<file path="src/rtl/act_queue_pkg.sv">
// Shared types and constants for the activation queue.
// The optional mark/rewind replay logic is built when ACT_QUEUE_REPLAY_EN is defined.
package act_queue_pkg;

    localparam int DEFAULT_DEPTH = 32;
    localparam int DEFAULT_WIDTH = 24;

    typedef enum logic {
        IDLE   = 1'b0,
        MARKED = 1'b1
    } replay_state_e;

    function automatic int clog2(input int value);
        int r;
        r = 0;
        for (int i = 0; i < 31; i++) begin
            if ((32'sd1 <<< i) < value) begin
                r = i + 1;
            end else begin
                r = r;
            end
        end
        return r;
    endfunction

endpackage

</file>
<file path="src/rtl/act_queue_storage.sv">
// Two-port entry storage: synchronous write, registered read (old data on same-address write).
module act_queue_storage
    import act_queue_pkg::*;
#(
    parameter int DEPTH = DEFAULT_DEPTH,
    parameter int WIDTH = DEFAULT_WIDTH,
    parameter int AW    = clog2(DEFAULT_DEPTH)
) (
    input  logic             clk,
    input  logic             rst,
    input  logic             wr_en,
    input  logic [AW-1:0]    wr_addr,
    input  logic [WIDTH-1:0] wr_data,
    input  logic             rd_en,
    input  logic [AW-1:0]    rd_addr,
    output logic [WIDTH-1:0] rd_data
);

    logic [WIDTH-1:0] mem_r [DEPTH];
    logic [WIDTH-1:0] rd_data_r;

    // Entry array write port
    always_ff @(posedge clk) begin
        if (wr_en) begin
            mem_r[wr_addr] <= wr_data;
        end
    end

    // Registered read port
    always_ff @(posedge clk) begin
        if (rst) begin
            rd_data_r <= {WIDTH{1'b0}};
        end else if (rd_en) begin
            rd_data_r <= mem_r[rd_addr];
        end
    end

    assign rd_data = rd_data_r;

endmodule

</file>
<file path="src/rtl/act_queue_ctrl.sv">
// Pointer-managed activation FIFO with valid/ready on both sides and synchronous flush.
// Defining ACT_QUEUE_REPLAY_EN adds mark / rewind / release_mark replay of popped entries.
module act_queue_ctrl
    import act_queue_pkg::*;
#(
    parameter  int DEPTH = DEFAULT_DEPTH,
    parameter  int WIDTH = DEFAULT_WIDTH,
    localparam int AW    = clog2(DEPTH)
) (
    input  logic             clk,
    input  logic             rst,
    input  logic             flush,
    input  logic             in_valid,
    output logic             in_ready,
    input  logic [WIDTH-1:0] in_data,
    output logic             out_valid,
    input  logic             out_ready,
    output logic [WIDTH-1:0] out_data,
    output logic [AW:0]      count,
    output logic             full,
    output logic             empty
`ifdef ACT_QUEUE_REPLAY_EN
    ,
    input  logic             mark,
    input  logic             rewind,
    input  logic             release_mark
`endif
);

    localparam logic [AW:0]   FULL_CNT = (AW + 1)'(DEPTH);
    localparam logic [AW:0]   CNT_ONE  = (AW + 1)'(1);
    localparam logic [AW-1:0] PTR_ONE  = AW'(1);

    logic [AW-1:0]    wr_ptr_r, rd_ptr_r, wr_ptr_nxt_s, rd_ptr_nxt_s;
    logic [AW:0]      count_r, count_nxt_s, avail_s, avail_nxt_s;
    logic             full_r, empty_r;
    logic             push_s, pop_s, wr_en_s;
    logic             byp_valid_r;
    logic [WIDTH-1:0] byp_data_r, rd_data_s;

`ifdef ACT_QUEUE_REPLAY_EN
    // avail counts readable entries; count also includes entries retained for rewind
    logic [AW:0]      avail_r;
    logic [AW-1:0]    mark_ptr_r, mark_ptr_nxt_s;
    replay_state_e    state_r, state_nxt_s;
    assign avail_s = avail_r;
`else
    assign avail_s = count_r;
`endif

    // Handshakes, pointer and counter next-state
    always_comb begin
        push_s       = in_valid && !full_r;
        pop_s        = out_ready && !empty_r;
        wr_en_s      = push_s && !flush;
        wr_ptr_nxt_s = wr_ptr_r;
        rd_ptr_nxt_s = rd_ptr_r;
        count_nxt_s  = count_r;
        avail_nxt_s  = avail_s;
`ifdef ACT_QUEUE_REPLAY_EN
        mark_ptr_nxt_s = mark_ptr_r;
        state_nxt_s    = state_r;
`endif
        if (flush) begin
            wr_ptr_nxt_s = {AW{1'b0}};
            rd_ptr_nxt_s = {AW{1'b0}};
            count_nxt_s  = {(AW + 1){1'b0}};
            avail_nxt_s  = {(AW + 1){1'b0}};
`ifdef ACT_QUEUE_REPLAY_EN
            mark_ptr_nxt_s = {AW{1'b0}};
            state_nxt_s    = IDLE;
`endif
        end else begin
            if (push_s) begin
                wr_ptr_nxt_s = wr_ptr_r + PTR_ONE;
                count_nxt_s  = count_r + CNT_ONE;
                avail_nxt_s  = avail_s + CNT_ONE;
            end else begin
                wr_ptr_nxt_s = wr_ptr_r;
            end
`ifdef ACT_QUEUE_REPLAY_EN
            if (rewind && (state_r == MARKED)) begin
                rd_ptr_nxt_s = mark_ptr_r;
                avail_nxt_s  = count_nxt_s;
            end else begin
                if (pop_s) begin
                    rd_ptr_nxt_s = rd_ptr_r + PTR_ONE;
                    avail_nxt_s  = avail_nxt_s - CNT_ONE;
                    count_nxt_s  = (state_r == MARKED) ? count_nxt_s : count_nxt_s - CNT_ONE;
                end else begin
                    rd_ptr_nxt_s = rd_ptr_r;
                end
                // A new mark or a release frees everything behind the head
                if (mark) begin
                    mark_ptr_nxt_s = rd_ptr_nxt_s;
                    state_nxt_s    = MARKED;
                    count_nxt_s    = avail_nxt_s;
                end else if (release_mark) begin
                    state_nxt_s = IDLE;
                    count_nxt_s = avail_nxt_s;
                end else begin
                    state_nxt_s = state_r;
                end
            end
`else
            if (pop_s) begin
                rd_ptr_nxt_s = rd_ptr_r + PTR_ONE;
                count_nxt_s  = count_nxt_s - CNT_ONE;
            end else begin
                rd_ptr_nxt_s = rd_ptr_r;
            end
            avail_nxt_s = count_nxt_s;
`endif
        end
    end

    // State registers; status flags are registered from the next-state counters
    always_ff @(posedge clk) begin
        if (rst) begin
            wr_ptr_r    <= {AW{1'b0}};
            rd_ptr_r    <= {AW{1'b0}};
            count_r     <= {(AW + 1){1'b0}};
            full_r      <= 1'b0;
            empty_r     <= 1'b1;
            byp_valid_r <= 1'b0;
            byp_data_r  <= {WIDTH{1'b0}};
`ifdef ACT_QUEUE_REPLAY_EN
            avail_r     <= {(AW + 1){1'b0}};
            mark_ptr_r  <= {AW{1'b0}};
            state_r     <= IDLE;
`endif
        end else begin
            wr_ptr_r    <= wr_ptr_nxt_s;
            rd_ptr_r    <= rd_ptr_nxt_s;
            count_r     <= count_nxt_s;
            full_r      <= (count_nxt_s == FULL_CNT);
            empty_r     <= (avail_nxt_s == {(AW + 1){1'b0}});
            // Storage returns old data when the fetched address is written in the same cycle
            byp_valid_r <= wr_en_s && (wr_ptr_r == rd_ptr_nxt_s);
            byp_data_r  <= in_data;
`ifdef ACT_QUEUE_REPLAY_EN
            avail_r     <= avail_nxt_s;
            mark_ptr_r  <= mark_ptr_nxt_s;
            state_r     <= state_nxt_s;
`endif
        end
    end

    act_queue_storage #(
        .DEPTH (DEPTH),
        .WIDTH (WIDTH),
        .AW    (AW)
    ) u_storage (
        .clk     (clk),
        .rst     (rst),
        .wr_en   (wr_en_s),
        .wr_addr (wr_ptr_r),
        .wr_data (in_data),
        .rd_en   (1'b1),
        .rd_addr (rd_ptr_nxt_s),
        .rd_data (rd_data_s)
    );

    assign in_ready  = !full_r;
    assign out_valid = !empty_r;
    assign full      = full_r;
    assign empty     = empty_r;
    assign count     = count_r;
    assign out_data  = empty_r ? {WIDTH{1'b0}} : (byp_valid_r ? byp_data_r : rd_data_s);

endmodule

</file>
<file path="config.mk">
export PLATFORM = sky130hd
export DESIGN_NAME = act_queue_ctrl
export DESIGN_NICKNAME = d
export VERILOG_FILES = /design/src/rtl/act_queue_pkg.sv /design/src/rtl/act_queue_storage.sv /design/src/rtl/act_queue_ctrl.sv
export SDC_FILE = /design/constraint.sdc
export NUM_CORES = 1
export LEC_CHECK = 0
export ABC_AREA = 1
export BUFFER_PORTS_ARGS = -buffer_cell sky130_fd_sc_hd__clkbuf_2
export CORE_ASPECT_RATIO = 0.5
export CORE_MARGIN = 3
export CORE_UTILIZATION = 40
export CTS_CLUSTER_DIAMETER = 150
export DETAILED_ROUTE_END_ITERATION = 6
export REMOVE_ABC_BUFFERS = 1
export SYNTH_ARGS = -nofsm -noshare
export SYNTH_HDL_FRONTEND = slang
export SYNTH_HIERARCHICAL = 1
export SYNTH_SLANG_ARGS = --single-unit
</file>
<file path="constraint.sdc">
create_clock -name clk -period 7.5 [get_ports clk]
set_input_delay 1.125 -clock clk [delete_from_list [all_inputs] [get_ports clk]]
set_output_delay 1.125 -clock clk [all_outputs]
set_load 0.01 [all_outputs]
</file>
[Yosys cells after proc, flatten, opt, wreduce, memory -nomap -nowiden]
Memories as Yosys holds them, arrays and structs flattened. A register that Yosys moved wholly into a read port is not among the register bits.
Cells that the tools add are included.
Operators by class
  equal/unequal tests: 2
  div/mod/pow operators: 0
  mux-type cells: 10
  shifts and indexed selects: 0
  multiply operators: 0
  magnitude comparators: 0
  add/subtract/negate cells: 4
  bitwise logic cells: 0
  reduce and logical (&&, ||, !) cells: 9
Operators by type and width (count)
  two-way mux 24 bit: 2
  two-way mux 6 bit: 4
  adder 5 x 1 -> 5 bit (second input constant): 2
  two-way mux 5 bit: 2
  adder 6 x 1 -> 6 bit (second input constant): 1
  equality test 6 bit (second input constant): 1
  logical NOT 6 bit: 1
  subtractor 6 x 1 -> 6 bit (second input constant): 1
  equality test 5 bit: 1
  logical AND 1 bit: 4
  logical NOT 1 bit: 3
  two-way mux 1 bit: 2
  OR reduction 2 bit: 1
Word-level totals
  output and inout bits: 34
  ROM bits: 0
  memories: 1
  bits in writable memories: 768
  input port bits: 29
  logic and storage cells: 33
  latch bits: 0
  flip-flop bits (word level): 43
Memories
  u_storage.mem_r: words 32, width 24, rd ports 1, clocked after Yosys merged registers in 1, write ports 1, RTL line act_queue_storage.sv:19  | logic [WIDTH-1:0] mem_r [DEPTH];

[Logic depth before layout (Yosys ltp)]
  depth in word-level cells: 8
  gate-level depth with buffers: 18
  mapped depth without buffers: 15

[Cells and area by module]
The synthesis kept the hierarchy.
Modules (own cells, without submodules)
  act_queue_storage: sequential area each 23542.6 µm², instances 1, cells an instance 2673, area each 31874.3 µm²
  act_queue_ctrl: sequential area each 860.8 µm², instances 1, cells an instance 332, area each 2153.3 µm²

[Worst setup path before layout]
Ideal clock, no wire load.
  kind: in2reg
  start point: in flush
  end point: mem u_storage/mem_r[31][0] (netlist name) (enable)
  slack: 4.298 ns
  required time: 7.095 ns
  cell stages on the path: 4
  library setup time: 0.405 ns
  arrival: 2.797 ns
  buffers on the path: 1
  cells stage by stage: clkbuf_1 nor2_1 nand3_1 nor2_1
On the way
  cells in the longest elaborated chain, start to end: 4
Ends and longest elaborated chain
  from (decl): RTL line act_queue_ctrl.sv:12  | input logic flush,
  logical NOT 1 bit: RTL line act_queue_ctrl.sv:55  | wr_en_s = push_s && !flush;
  logical AND 1 bit: RTL line act_queue_ctrl.sv:55
  net wr_en_s: RTL line act_queue_ctrl.sv:37  | logic push_s, pop_s, wr_en_s;
  two-way mux 1 bit: RTL line act_queue_storage.sv:24  | if (wr_en) begin
  two-way mux 1 bit (implied by the code): RTL line act_queue_storage.sv:25  | mem_r[wr_addr] <= wr_data;
  to (decl): RTL line act_queue_storage.sv:19
The timed path passes the listed nets, and every way through them passes these cells.

[Final worst setup path]
  start point: reg empty_r, in the netlist empty
  end point: reg u_storage.rd_data_r[9], in the netlist u_storage/rd_data[9], read port of u_storage.mem_r
On the way
  cells in the longest elaborated chain, start to end: 4
Ends and longest elaborated chain
  from (decl): RTL line act_queue_ctrl.sv:36  | logic full_r, empty_r;
  from (signal assigned): RTL line act_queue_ctrl.sv:137  | empty_r <= (avail_nxt_s == {(AW + 1){1'b0}});
  logical NOT 1 bit: RTL line act_queue_ctrl.sv:54  | pop_s = out_ready && !empty_r;
  logical AND 1 bit: RTL line act_queue_ctrl.sv:54
  two-way mux 5 bit: RTL line act_queue_ctrl.sv:106  | if (pop_s) begin
  two-way mux 5 bit: RTL line act_queue_ctrl.sv:64  | if (flush) begin
  net rd_ptr_nxt_s[1]: RTL line act_queue_ctrl.sv:34  | logic [AW-1:0] wr_ptr_r, rd_ptr_r, wr_ptr_nxt_s, rd_ptr_nxt_s;
  to (decl): RTL line act_queue_storage.sv:20  | logic [WIDTH-1:0] rd_data_r;
The timed path passes the listed nets, and every way through them passes these cells.
A chain may end at the register's enable or synchronous reset.

==> metrics <==
DR pass1 iterations=6; Sw Ratio=between 20 and 25%; Non-Filler Instances=between 4000 and 5000; # rows=74; Die W=about 420 µm; vias post-DR=22870; setup_tns=0 ns; Worst-path clk slew=about 0.06 ns; ANT nets after route=0; synth-to-layout area growth=11.37%; Sink Count=around 840; Worst setup EP type=register; largest net degree at the start of global routing=roughly 170; area leader, netlist=edfxtp_1; Util after Layout=45.68%; count of pins over their slew limit=0; Cell Int Power=about 7500 µW; Mapped Area=~0.034 mm²; leakage power=between 0.01 and 0.015 µW; post-placement cell count=~4000; vias per cell=about 5.5; synthesized area per cell=between 10 and 15 µm²; Mapped Cells=~3000; Slowest-stage cell, CP=inv_6; CP Launch Type=register; status=completed; CTS tree=done; Clock power frac=40.9%; Residual DRC=0; Seq/Total Area, Yosys=roughly 72%; wire per inst=roughly 22 µm; PD cells=around 250 mW/mm²; Tcrit/Tclk final=about three fifths; Ports=63; Worst-Margin Slew=1.265 ns; Hold Vio Cnt, Final=0; CTS Buf Count=79; WHS Endpoint=rd_ptr_r[4]$_SDFF_PP0_; worst setup path startpoint=empty$_SDFF_PP1_; register area=0.02440 mm²; post-synth top area share=around 68%; post-route clock skew=0.02201 ns; Yosys cell types=33; core area=0.08296 mm²; post-CTS resize count=0; DIE AREA=about 0.089 mm²; fillcell total=~7500; crit-path leading delay family=buffers and inverters; cts hold-fix bufs=0; DIE HEIGHT=roughly 210 µm; Buf+Inv Stages, Crit Path=5; crit path max fanout=116; Gate power share=5.8%; Initial Util=roughly two fifths; Post-synth top flop=edfxtp_1; launching point of the worst reg2reg path=empty$_SDFF_PP1_; grt total ovfl=0; endpoints failing setup=0; Min Clock Period, post-route=between 4 and 5 ns; relative slew slack=between 15 and 20%; cells along the critical path=inv_1 > buf_4 > nand2_1 > o21ai_0 > inv_6 > inv_6 > buf_12 > nand3_1 > nand3_1 > nand2_1 > nand2_1 > nand3_1 > nand2_1 > a21oi_1; f_max=approximately 0.23 GHz; post-layout instance area=approximately 0.038 mm²; worst skew pair latency=0.63 ns; initial antenna violation count=0; Hold Path Stages=2; post-CTS setup buffer count=0; GP Congestion=between 0.7 and 0.8; vias in the first global route=between 20000 and 25000; layout cell share with drive strength beyond 1=9.023%; Iter 0 DRT Violations=about 2400; H-tree levels=3; hpwl dp=between 40000 and 50000 µm; Area after DPL=0.03536 mm²; fin nets=a little over 3000; Critical Path AT=roughly 5 ns; max_cap viols=0; total wire length=roughly 93000 µm; most common cell after layout, fill and taps aside=nand2_1; Area contributors post-synth=edfxtp_1, nand2_1, nand3_1; RSZ-0062 raised after global routing=no; CP max stage delay=1.00 ns; Hold Crit Class=register to register; Worst VDD drop=between 150 and 200 µV; hold_sp=rd_ptr_r[4]$_SDFF_PP0_; # port buffers=a little over 60; first-pass GRT wire length=between 100000 and 150000 µm; area of the multi-input gates=0.008573 mm²; switching power=between 2000 and 2500 µW; hold slack=between 0.5 and 0.6 ns; WS Path Type=register to register; EDFF count, synth=about 770; synthesized flop and latch total=between 800 and 900; CP most frequent cell=nand2_1; clk buf depth=3; Global Route Usage Sum=20.89%; CP required=around 8 ns; commonest non-fill, non-tap cells in the layout=nand2_1, edfxtp_1, nand3_1; FF-to-FF End=u_storage/rd_data[9]$_SDFFE_PP0P_; FF-to-FF setup slack=3.11 ns; Root Driver=clkbuf_16; share of total power in sequential cells=between 50% and 60%; R2R depth=14; synth warn=6; Async SR Flop Fraction=0%
-- final cells by class --
type	instances	area share [%]
diodes	2	0.01321
clock buffers	118	6.042
clock inverters	28	0.6339
inverters	65	0.7363
multi-input cells	1926	22.62
flip-flops and latches	835	64.40
well taps	1102	3.639
repair buffers	109	1.915
-- kinds of logic after synthesis --
| kind of cell | after synthesis | share of synthesized area [%] |
|---|---|---|
| other | 1 | 0.01102 |
| xor gates and xnor gates | 3 | 0.07723 |
| AOI/OAI and AO/OA | 91 | 1.474 |
| and+or+nand+nor | 1825 | 22.75 |
| adders and majority gates | 4 | 0.1471 |
| DFF | 835 | 71.72 |
| buffers and inverters | 246 | 3.824 |
-- tightest hold or removal path, delay by kind of cell, from the launching register on --
kind | cells | cell delay [ns]
flops | 1 | 0.32
xor+xnor | 1 | 0.12
simple gates | 1 | 0.09
-- power by group through the flow --
stage | Combinational, µW | Sequential [µW] | Clock, µW
floorplan | 368 | 5220 | 0
global placement | 543 | 5220 | 0
detailed placement | 551 | 5220 | 0
CTS | 554 | 5120 | 3990
global route | 629 | 5120 | 4180
finish | 560 | 5120 | 3930
-- cells in the mapped netlist (2+ instances only) --
cell type	n
nor3_1	4
a21oi_2	10
nor2_2	2
nor2_4	2
nand2_1	1020
edfxtp_1	768
xor2_1	3
clkbuf_1	40
a21oi_1	21
buf_2	73
ha_1	4
o21ai_0	56
inv_2	4
nand2_4	3
nand3_1	655
buf_6	17
nor2_1	131
inv_1	60
buf_4	40
nand4_1	4
dfxtp_1	67
buf_1	10
-- stage by stage --
stage	total power (µW)	setup WS, ns
6_report	9613	3.115
2_1_floorplan	5587	-4.559
3_5_place_dp	5774	2.759
4_1_cts	9669	3.207
5_1_grt	9932	2.854
3_3_place_gp	5766	2.807
-- metal layers --
| layer | vias to the layer above | GRT usage [%] | wire length, µm |
|---|---|---|---|
| li1 | 10470 | - | - |
| met1 | 11340 | 31.16 | 42030 |
| met2 | 911 | 31.62 | 41270 |
| met3 | 155 | 3.376 | 7805 |
| met4 | 0 | 6.055 | 2203 |
| met5 | - | 0 | 0 |
-- how the worst max path moves through the flow --
stage	endpoint	cells after the start
finish	u_storage/rd_data[9]$_SDFFE_PP0P_	14
CTS	u_storage/rd_data[19]$_SDFFE_PP0P_	14
global route	u_storage/rd_data[18]$_SDFFE_PP0P_	17
global placement	u_storage/rd_data[15]$_SDFFE_PP0P_	17
floorplan	u_storage/rd_data[14]$_SDFFE_PP0P_	15
detailed placement	u_storage/rd_data[18]$_SDFFE_PP0P_	17
-- sequential cells by signal (all words and copies together) (netlist names) --
signal and count:
byp_valid_r 1, u_storage/mem_r 768, u_storage/rd_data 24, rd_ptr_r 5, wr_ptr_r 5, byp_data_r 24
full 1, empty 1, count 6
(Power assumes the default switching activity.)
